## config.mk

```make
export PLATFORM = sky130hd
export DESIGN_NAME = baud_rate_gen
export DESIGN_NICKNAME = d
export VERILOG_FILES = /design/src/rtl/baud_rate_gen.sv
export SDC_FILE = /design/constraint.sdc
export NUM_CORES = 1
export LEC_CHECK = 0
export BUFFER_PORTS_ARGS = -buffer_cell sky130_fd_sc_hd__buf_4
export CORE_AREA = 2 2 39 41
export DETAILED_ROUTE_END_ITERATION = 10
export DIE_AREA = 0 0 41 43
export GPL_TIMING_DRIVEN = 0
export PLACE_DENSITY = 0.59
export SLEW_MARGIN = 25
export SYNTH_ARGS = -nofsm -noshare
export SYNTH_HDL_FRONTEND = slang
export SYNTH_SLANG_ARGS = --single-unit
```

## constraint.sdc

```tcl
create_clock -name clk -period 1.9 [get_ports clk]
set_input_delay 0.38 -clock clk [delete_from_list [all_inputs] [get_ports clk]]
set_output_delay 0.38 -clock clk [all_outputs]
set_load 0.03 [all_outputs]
```

## src/rtl/baud_rate_gen.sv

```systemverilog
// Modulo-D sampling tick generator for the UART front end; s_tick pulses once every D clocks.
// Optional BAUD_RATE_DYN_DIV_EN adds a runtime-loadable divisor (div_load/div_val).
module baud_rate_gen #(
  parameter int M = 163,
  parameter int N = 8
) (
  input  logic         clk,
  input  logic         reset,
`ifdef BAUD_RATE_DYN_DIV_EN
  input  logic         div_load,
  input  logic [N-1:0] div_val,
`endif
  output logic         s_tick,
  output logic [N-1:0] q
);

  // M = 2^N truncates to 0 here; 0 - 1 in N bits is all-ones, so the wrap matches overflow.
  localparam logic [N-1:0] M_N = N'(M);

  generate
    if (M < 2 || M > (1 << N)) begin : g_bad_m
      $fatal(1, "baud_rate_gen: M must satisfy 2 <= M <= 2^N");
    end
  endgenerate

  logic [N-1:0] cnt_q, cnt_d;
  logic [N-1:0] div_cur;
  logic [N-1:0] dm1;

`ifdef BAUD_RATE_DYN_DIV_EN
  logic [N-1:0] div_q, div_d;
  logic         load_ok;

  // Extra bit keeps the ">= 2" test meaningful even for very narrow counters.
  assign load_ok = div_load && ({1'b0, div_val} >= (N+1)'(2));

  always_comb begin
    div_d = div_q;
    if (load_ok) div_d = div_val;
  end

  assign div_cur = div_q;
`else
  assign div_cur = M_N;
`endif

  assign dm1 = div_cur - N'(1);

  // ">=" also recovers a count stranded above a freshly shortened divisor.
  always_comb begin
    cnt_d = (cnt_q >= dm1) ? '0 : cnt_q + N'(1);
`ifdef BAUD_RATE_DYN_DIV_EN
    if (load_ok) cnt_d = '0;
`endif
  end

  always_ff @(posedge clk) begin
    if (reset) begin
      cnt_q <= '0;
`ifdef BAUD_RATE_DYN_DIV_EN
      div_q <= M_N;
`endif
    end else begin
      cnt_q <= cnt_d;
`ifdef BAUD_RATE_DYN_DIV_EN
      div_q <= div_d;
`endif
    end
  end

  assign s_tick = (cnt_q == dm1);
  assign q      = cnt_q;

endmodule

```

; Yosys cells after proc, flatten, opt, wreduce, memory -nomap -nowiden
; Index checks and enable logic that the tools add are counted.
; Widths: inputs -> output; s select.
[word_totals]
output_inout_bits = 9
in_bits = 2
regBits = 8
wordCells = 5
[classes]
n_eq_ne = 1
add_sub_neg = 1
order_cmp = 1
n_reduce_logical = 1
[ops]
columns = op, n
row1 = $add 8x1->8 const B, 1
row2 = $eq 8x8->1 const B, 1
row3 = $ge 8x8->1 const B, 1
row4 = $reduce_or 2->1, 1

; Logic depth before layout (Yosys ltp)
; Gate-level depths: netlist of the first run.
[depth]
depth_word = 2
depth_mapped = 5

; Worst setup path after synthesis of the first run
; Ideal clock, no wire load.
[synth_path]
kind = reg2reg
startpoint = register cnt_q[1], in the netlist q[1]
endpoint = register cnt_q[6], in the netlist q[6]
t_required_ns = 1.814
arrival_time_ns = 1.493
path_stages_with_launch = 5
period_less_slack_ns = 1.579
slack_ns = 0.321
cell_sequence = dfxtp_1 ha_1 nand3_2 or3_1 a211oi_1
[synth_between]
elab_chain_cells = 2
word_cells_on_any_way = 3
classes_between = add/sub (1) / order compare (1) / reduce/logical (1)
[synth_lines]
columns = element, line
row1 = from (decl), 26  ; logic [N-1:0] cnt_q, cnt_d;
row2 = from (signal assigned), 64  ; cnt_q <= cnt_d;
row3 = $ge 8x8->1, 51  ; cnt_d = (cnt_q >= dm1) ? '0 : cnt_q + N'(1);
row4 = $reduce_or 2->1 (no source line), -
; Several ways; a longest one is shown, not always the timed one.
; A chain may end at the register's enable or synchronous reset.

; Worst setup path after layout of the first run
[layout_path]
startpoint = register cnt_q[2], in the netlist q[2]
endpoint = output port s_tick
[layout_between]
elab_chain_cells = 1
[layout_lines]
columns = element, line
row1 = $eq 8x8->1, 71  ; assign s_tick = (cnt_q == dm1);
row2 = to (decl), 13  ; output logic s_tick,
; Every way passes these cells.

==> impl_metrics.py, run 1 <==
metrics = {
    "route": {
        "wire_per_inst_um": 10.9,
        "drc": 0,
        "vias": 372,
        "drt-total-wl_um": 787,
        "drt_iter0_markers": 2,
        "antenna_left": 0,
        "first_pass_iters": 3,
        "routed_via_density": 5.17,
    },
    "place": {
        "gp_congestion": 0.701,
        "io_buffers": 10,
        "dp_slack_ns": 0.399,
        "dp_hpwl_um": 577,
    },
    "logic_synthesis": {
        "yosysWarnings": 0,
        "synth_xor_area_frac": 0.0671,
        "synth_compound_area_frac": 0.160,
        "ys_seq_area_frac": 0.409,
        "syn_inst": 43,
        "avgSynthCellArea_um2": 9.11,
        "yosys.area_share.simple": 0.281,
        "ys_ff_latch": 8,
        "yosys.area_share.adder": 0.0639,
        "synth.distinct_cells": 24,
        "synth_mux_area_frac": 0,
        "synth_nets": 47,
        "synth_top_family_by_area": "simple AND/OR/NAND/NOR gates",
        "synth_area_um2": 392,
    },
    "floorplan": {
        "dieWidth_um": 41,
        "core_area_mm2": 0.00138,
        "rows": 14,
        "fp.dieH_um": 43,
        "start_util": 0.283,
        "ios": 11,
        "die_area_mm2": 0.00176,
    },
    "setup_path": {
        "arrival_ns": 1.38,
        "start_kind": "flip-flop",
        "critical_path_class": "flip-flop to output pin",
        "endpoint_kind": "output pin",
        "reg2reg_setup_slack_ns": 0.46,
        "r2r_start": "q[1]",
        "critPathRequiredTime_ns": 1.52,
        "startpoint": "q[2]",
        "rr_worst_depth": 4,
        "reg2reg_to": "q[6]",
        "crit_fanout": 6,
    },
    "cts": {
        "clkLatencyLatePin_ns": 0.26,
        "cts_buffers": 3,
        "htreeDepth": 1,
        "cts_resized": 0,
        "clockRootBuffer": "clkbuf_4",
        "cts_hold_buffers": 0,
        "cts_tree": "built",
        "postCtsSetupBuffers": 0,
        "path_clk_slew_ns": 0.06,
        "clock_sinks": 8,
        "clock_path_buffers": 2,
    },
    "sta": {
        "fin_tns_setup_ns": 0,
        "finalHoldViolations": 0,
        "slew_headroom": 0.733,
        "setup_slack_ns": 0.136,
        "maxSlewViolCount": 0,
        "rsz0062_at_grt": "false",
        "fin_crit_ns": 1.76,
        "setup_violations": 0,
        "finalCritPeriodShare": 0.928,
        "fmax_mhz": 567,
        "tightest_slew_ns": 0.401,
        "finClkSkew_ns": 0.00605,
    },
    "pwr": {
        "power_frac_seq": 0.516,
        "switching_share": 0.259,
        "p_sw_uw": 91.9,
        "p_leak_uw": 0.000204,
        "clkPwrFrac": 0.367,
        "powerDensity_mw_per_mm2": 696,
        "power_frac_comb": 0.117,
        "ir_drop_mv": 0.355,
        "intPower_uw": 263,
    },
    "grt": {
        "grt_pass1_wl_um": 1370,
        "grt_pass1_vias": 322,
        "grt_start_max_net_pins": 8,
        "overflow": 0,
        "antenna_found_initial": 0,
        "track_usage": 0.121,
    },
    "run": {
        "maxCapViolations": 0,
    },
    "finish": {
        "diodes": 0,
        "largest_reg_flops": 8,
        "area_growth_pct": 30.0,
        "num-nets-final": 62,
        "drive_gt1_frac": 0.268,
    },
    "hold_path": {
        "hold_depth": 2,
        "hp-class": "input pin to flip-flop",
        "hold_start": "reset",
        "min_to": "q[6]",
    },
    "run_status": {
        "status": "finished clean",
    },
}
## power by group through the flow
stage | Sequential, uW | Combinational (uW) | Clock, uW
CTS | 183 | 41.6 | 140
global route | 185 | 44.5 | 155
finish | 183 | 41.5 | 130
floorplan | 196 | 17.0 | 0
detailed placement | 187 | 41.3 | 0
global placement | 187 | 41.5 | 0
## cells in the mapped netlist
master,count,share of area
and4_1,1,0.022
nor2_1,1,0.0096
dfxtp_1,8,0.41
nand3_2,1,0.026
a21boi_0,1,0.019
a21o_1,1,0.019
nand2_1,2,0.019
xnor2_1,1,0.022
ha_1,2,0.064
inv_1,2,0.019
o22ai_1,1,0.016
a21oi_1,2,0.026
a311o_1,1,0.026
a211oi_1,1,0.019
nor3_1,6,0.077
nand3_1,2,0.026
nand3b_1,1,0.019
nor2b_1,1,0.016
nand2b_1,2,0.032
or3_1,1,0.016
o21ai_0,1,0.013
and3_2,1,0.019
o32ai_1,1,0.022
xor2_1,2,0.045
## cells by family after synthesis
| kind of cell | Yosys count |
|---|---|
| buffers and inverters | 2 |
| adder cells (fa/ha/maj) | 2 |
| flip-flops | 8 |
| XOR/XNOR | 3 |
| AO/OA/AOI/OAI | 9 |
| AND/OR/NAND/NOR | 19 |
## per-layer routing
| metal | GRT usage | wire length (um) |
|---|---|---|
| met2 | 0.163 | 345 |
| met4 | 0.0400 | 15 |
| met1 | 0.142 | 350 |
| met5 | 0 | 0 |
| met3 | 0.0942 | 74 |
## worst max-delay path: stages, from the launching register on
cell and delay, ns:
dfxtp_1 0.36, nor3_1 0.37, and4_1 0.25, buf_4 0.16
## worst max-delay path by stage
stage	end	slack, ns	depth (start not counted)
after CTS	s_tick	0.12	3
after detailed placement	s_tick	0.40	3
after global routing	s_tick	0.05	3
after floorplan	q[6]	0.32	4
final	s_tick	0.14	3
after global placement	s_tick	0.41	3
## area by class of cell
cell class	instances	area, um2
fill	141	875
multi-input combinational	33	224
sequential	8	160
timing repair buffer	10	75.1
clock buffer	3	22.5
tap	16	20.0
inverter	2	7.51
## stage by stage
| step | hold WS, ns | power, uW | cell area, um2 | instances | util |
|---|---|---|---|---|---|
| floorplan | 0.453 | 213 | 392 | 43 | - |
| global placement | 0.529 | 228 | 487 | 69 | 0.352 |
| detailed placement | 0.538 | 228 | 487 | 69 | 0.352 |
| CTS | 0.293 | 364 | 509 | 72 | 0.368 |
| global route | 0.293 | 384 | 509 | 72 | 0.368 |
| finish | 0.303 | 355 | 509 | 72 | 0.368 |
## layout by cell type, fill, tap and decap left out, types with 2 or more instances in the layout
| cell type | instances |
|---|---|
| a21oi_1 | 2 |
| buf_4 | 10 |
| clkbuf_4 | 3 |
| dfxtp_1 | 8 |
| ha_1 | 2 |
| inv_1 | 2 |
| nand2_1 | 2 |
| nand2b_1 | 2 |
| nand3_1 | 2 |
| nor3_1 | 6 |
| xor2_1 | 2 |
Note: power is estimated with default switching activity, not from simulation.
==> inputs of run 2 (changes only) <==
PLACE_DENSITY = not set   (was 0.59)
REMOVE_ABC_BUFFERS = 1   (was not set)
==> run 2 against run 1 <==
Effect of this change: critical path depth unchanged; utilization unchanged; cell area unchanged; critical path type unchanged; largest power group unchanged.
==> impl_metrics.py, run 2 (synthesis results as in run 1) <==
metrics = {
    "route": {
        "drt-total-wl_um": 776,
        "antenna_left": 0,
        "drc": 0,
        "first_pass_iters": 3,
        "vias": 345,
        "drt_iter0_markers": 2,
        "routed_via_density": 4.79,
        "wire_per_inst_um": 10.8,
    },
    "floorplan": {
        "fp.dieH_um": 43,
        "core_area_mm2": 0.00138,
        "ios": 11,
        "start_util": 0.283,
        "die_area_mm2": 0.00176,
        "dieWidth_um": 41,
        "rows": 14,
    },
    "cts": {
        "cts_buffers": 3,
        "htreeDepth": 1,
        "clock_path_buffers": 2,
        "clkLatencyLatePin_ns": 0.25,
        "cts_hold_buffers": 0,
        "cts_resized": 0,
        "clock_sinks": 8,
        "path_clk_slew_ns": 0.05,
        "clockRootBuffer": "clkbuf_4",
        "postCtsSetupBuffers": 0,
        "cts_tree": "built",
    },
    "setup_path": {
        "crit_fanout": 6,
        "crit_chain": "nor3_1 > and4_1 > buf_4",
        "slowest_delay_ns": 0.37,
        "r2r_start": "q[1]",
        "slowest_stage": "nor3_1",
        "arrival_ns": 1.38,
        "start_kind": "flip-flop",
        "endpoint_kind": "output pin",
        "critical_path_class": "flip-flop to output pin",
        "startpoint": "q[2]",
        "critPathRequiredTime_ns": 1.52,
    },
    "sta": {
        "finalCritPeriodShare": 0.927,
        "finalHoldViolations": 0,
        "slew_headroom": 0.727,
        "setup_violations": 0,
        "maxSlewViolCount": 0,
        "fin_tns_setup_ns": 0,
        "rsz0062_at_grt": "false",
        "finClkSkew_ns": 0.00466,
        "fmax_mhz": 568,
        "fin_crit_ns": 1.76,
        "tightest_slew_ns": 0.409,
    },
    "place": {
        "dp_hpwl_um": 573,
        "gp_congestion": 0.708,
        "io_buffers": 10,
    },
    "grt": {
        "antenna_found_initial": 0,
        "grt_start_max_net_pins": 8,
        "grt_pass1_vias": 297,
        "track_usage": 0.112,
        "grt_pass1_wl_um": 1280,
        "overflow": 0,
    },
    "finish": {
        "diodes": 0,
        "area_growth_pct": 30.0,
        "final_cell_mix": "buf_4, dfxtp_1, nor3_1",
        "largest_reg_flops": 8,
        "drive_gt1_frac": 0.268,
        "final_util": 0.368,
        "num-nets-final": 62,
        "layout_commonest_cell": "buf_4",
    },
    "pwr": {
        "power_uw": 354,
        "p_leak_uw": 0.000204,
        "ir_drop_mv": 0.273,
        "powerDensity_mw_per_mm2": 696,
    },
    "hold_path": {
        "hp-class": "input pin to flip-flop",
        "hold_start": "reset",
    },
    "run_status": {
        "status": "finished clean",
    },
    "run": {
        "maxCapViolations": 0,
    },
}
## run 2: cell counts in the layout (fill, tap and decap cells not counted)
No cell type changed its count.
## run 2: per-stage QoR
step	hold slack (ns)	worst slack (ns)	instance area, um2	instances
floorplan	0.453	0.321	392	43
global placement	0.526	0.416	487	69
detailed placement	0.537	0.393	487	69
CTS	0.306	0.120	509	72
global route	0.304	0.0415	509	72
finish	0.312	0.139	509	72
## run 2: power breakdown
part	leakage, uW	internal (uW)	total (uW)	switching (uW)
logic	0.000125	16.9	41.3	24.4
clock network	0.0000138	72.3	130	58.1
registers	0.0000651	173	183	9.23
## run 2: routing by layer
metal  global-route usage  share of wire  vias up
li1                     -              -      187
met1                0.161           0.53      149
met2                0.125           0.40        7
met3               0.0314          0.057        2
met4                0.100          0.015        0
met5                    0              0        -
## run 2: final timing paths
check                           cells after the start      to  slack, ns
worst min register to register                      2    q[6]       0.54
worst max-delay path                                3  s_tick       0.14
worst min-delay path                                2    q[6]       0.31
worst max register to register                      4    q[6]       0.46
## run 2: layout make-up
type / instances / area [um2]
Multi-Input combinational cell: 33 / 224
Sequential cell: 8 / 160
Timing Repair Buffer: 10 / 75.1
Inverter: 2 / 7.51
Fill cell: 149 / 875
Tap cell: 16 / 20.0
Clock buffer: 3 / 22.5
## run 2: worst max-delay path, delay by kind of cell, from the launching register on
kind / cells / cell delay (ns)
buffers and inverters: 1 / 0.16
flip-flops: 1 / 0.36
AND/OR/NAND/NOR: 2 / 0.62
==> inputs of run 3 (changes only) <==
--- a/config.mk
+++ b/config.mk
@@ -7,2 +7,3 @@
 export LEC_CHECK = 0
+export ABC_AREA = 1
 export BUFFER_PORTS_ARGS = -buffer_cell sky130_fd_sc_hd__buf_4
==> constraint.sdc (replaced) <==
create_clock -name clk -period 1.9 [get_ports clk]
set_input_delay 0.095 -clock clk [delete_from_list [all_inputs] [get_ports clk]]
set_output_delay 0.095 -clock clk [all_outputs]
set_load 0.03 [all_outputs]
==> run 3 against run 2 <==
Effect of this change: sequential share of layout area up 0.31 points; fmax rose by 34%; synthesized cell count is 16% higher; combinational power down 7.7%; critical path type unchanged; largest cell class unchanged.
==> impl_metrics.py, run 3 <==
metrics = {
    "sta": {
        "fin_crit_ns": 1.32,
        "finalCritPeriodShare": 0.693,
        "finalHoldViolations": 0,
        "slew_headroom": 0.847,
        "tightest_slew_ns": 0.227,
        "fin_tns_setup_ns": 0,
        "fmax_mhz": 760,
        "setup_violations": 0,
        "rsz0062_at_grt": "false",
        "maxSlewViolCount": 0,
        "finClkSkew_ns": 0.00448,
    },
    "cts": {
        "clock_sinks": 8,
        "clkLatencyLatePin_ns": 0.25,
        "cts_tree": "built",
        "cts_resized": 0,
        "cts_buffers": 3,
        "postCtsSetupBuffers": 0,
        "htreeDepth": 1,
        "clockRootBuffer": "clkbuf_4",
        "cts_hold_buffers": 0,
        "clock_path_buffers": 2,
        "path_clk_slew_ns": 0.06,
    },
    "floorplan": {
        "fp.dieH_um": 43,
        "core_area_mm2": 0.00138,
        "dieWidth_um": 41,
        "rows": 14,
        "die_area_mm2": 0.00176,
        "start_util": 0.279,
        "ios": 11,
    },
    "finish": {
        "drive_gt1_frac": 0.317,
        "layout_commonest_cell": "nor2_1",
        "fill_cells": 156,
        "area_growth_pct": 30.4,
        "num-nets-final": 69,
        "final_cell_mix": "nor2_1, buf_4, dfxtp_1",
        "largest_reg_flops": 8,
        "diodes": 0,
    },
    "grt": {
        "overflow": 0,
        "grt_pass1_vias": 287,
        "antenna_found_initial": 0,
        "track_usage": 0.0985,
        "grt_start_max_net_pins": 9,
        "grt_pass1_wl_um": 1150,
    },
    "pwr": {
        "p_leak_uw": 0.000219,
        "power_uw": 348,
        "ir_drop_mv": 0.316,
        "powerDensity_mw_per_mm2": 690,
    },
    "logic_synthesis": {
        "synth_top_family_by_area": "simple AND/OR/NAND/NOR gates",
        "synth_top_area_share": 0.414,
        "ys_ff_latch": 8,
        "synthTopCellsByCount": "nor2_1, dfxtp_1, inv_1, nand2_1, nor2_2",
        "syn_inst": 50,
        "synth_area_um2": 387,
        "synth_mux_area_frac": 0,
        "netlist.top_cell.by_area": "dfxtp_1",
        "ys.flop_type": "dfxtp_1",
        "yosys.area_share.simple": 0.307,
        "synth.most_common_cell": "nor2_1",
        "synth_xor_area_frac": 0.113,
        "yosys.area_share.adder": 0.0647,
        "async_reset_ff_frac": 0,
        "avgSynthCellArea_um2": 7.73,
        "yosysWarnings": 0,
        "synth_compound_area_frac": 0.0324,
        "synth_edf_count": 0,
        "synth.distinct_cells": 14,
        "synth_area_leaders": "dfxtp_1, nor2_1, xnor2_1",
        "ys_seq_area_frac": 0.414,
    },
    "setup_path": {
        "critical_path_class": "flip-flop to output pin",
        "slowest_stage": "dfxtp_1",
        "crit_chain": "ha_1 > nand3_1 > nor2_2 > buf_4",
        "path_delay_family": "flip-flops",
        "slowest_delay_ns": 0.41,
        "cp_num_buf_inv": 1,
        "arrival_ns": 1.22,
        "start_kind": "flip-flop",
        "crit_fanout": 5,
        "critPathRequiredTime_ns": 1.80,
        "endpoint_kind": "output pin",
    },
    "place": {
        "dp_hpwl_um": 524,
        "io_buffers": 10,
        "gp_congestion": 0.677,
    },
    "route": {
        "wire_per_inst_um": 8.47,
        "drt_iter0_markers": 4,
        "drc": 0,
        "drt-total-wl_um": 669,
        "routed_via_density": 3.99,
        "antenna_left": 0,
        "vias": 315,
        "first_pass_iters": 4,
    },
    "run": {
        "maxCapViolations": 0,
    },
    "run_status": {
        "status": "finished clean",
    },
    "hold_path": {
        "hp-class": "input pin to flip-flop",
    },
}
-- run 3: stage by stage --
step / cells / worst slack [ns] / hold WS [ns] / utilization / cell area (um2)
4_1_cts: 79 / 0.557 / 0.198 / 0.364 / 504
2_1_floorplan: 50 / 0.356 / 0.319 / - / 387
5_1_grt: 79 / 0.485 / 0.210 / 0.364 / 504
3_3_place_gp: 76 / 0.696 / 0.458 / 0.348 / 482
3_5_place_dp: 76 / 0.676 / 0.464 / 0.348 / 482
6_report: 79 / 0.584 / 0.195 / 0.364 / 504
-- run 3: worst paths after layout --
kind | cells past startpoint | from | slack [ns] | endpoint
hold reg to reg | 1 | q[0] | 0.49 | q[0]
setup / recovery | 4 | q[1] | 0.58 | s_tick
hold / removal | 4 | reset | 0.20 | q[4]
setup reg to reg | 5 | q[1] | 0.69 | q[6]
-- run 3: area by class of cell --
cell class                      count  area [um2]  share of cell area
Inverter                            7        26.3              0.0521
Sequential cell                     8         160               0.318
Multi-Input combinational cell     35         200               0.397
Clock buffer                        3        22.5              0.0447
Timing Repair Buffer               10        75.1               0.149
Tap cell                           16        20.0              0.0397
-- run 3: routing by layer --
| metal | vias to the layer above | part of all wire | GRT usage |
|---|---|---|---|
| li1 | 178 | - | - |
| met1 | 128 | 0.55 | 0.139 |
| met2 | 7 | 0.39 | 0.116 |
| met3 | 2 | 0.034 | 0.0314 |
| met4 | 0 | 0.025 | 0.0800 |
| met5 | - | 0 | 0 |
-- run 3: kinds of logic after synthesis --
kind of cell | Yosys count
AOI/OAI and AO/OA | 2
xor gates and xnor gates | 5
adders and majority gates | 2
buffers and inverters | 7
DFF | 8
and+or+nand+nor | 26
-- run 3: where the power goes --
group | total [uW] | switching (uW) | internal [uW]
Clock | 129 | 56.5 | 72.2
Combinational | 38.1 | 22.4 | 15.7
Sequential | 181 | 8.02 | 173
Total | 348 | 86.9 | 261
-- run 3: worst min-delay path: cells and delay by family --
family	cells	cell delay [ns]
buffers and inverters	1	0.08
and+or+nand+nor	3	0.22
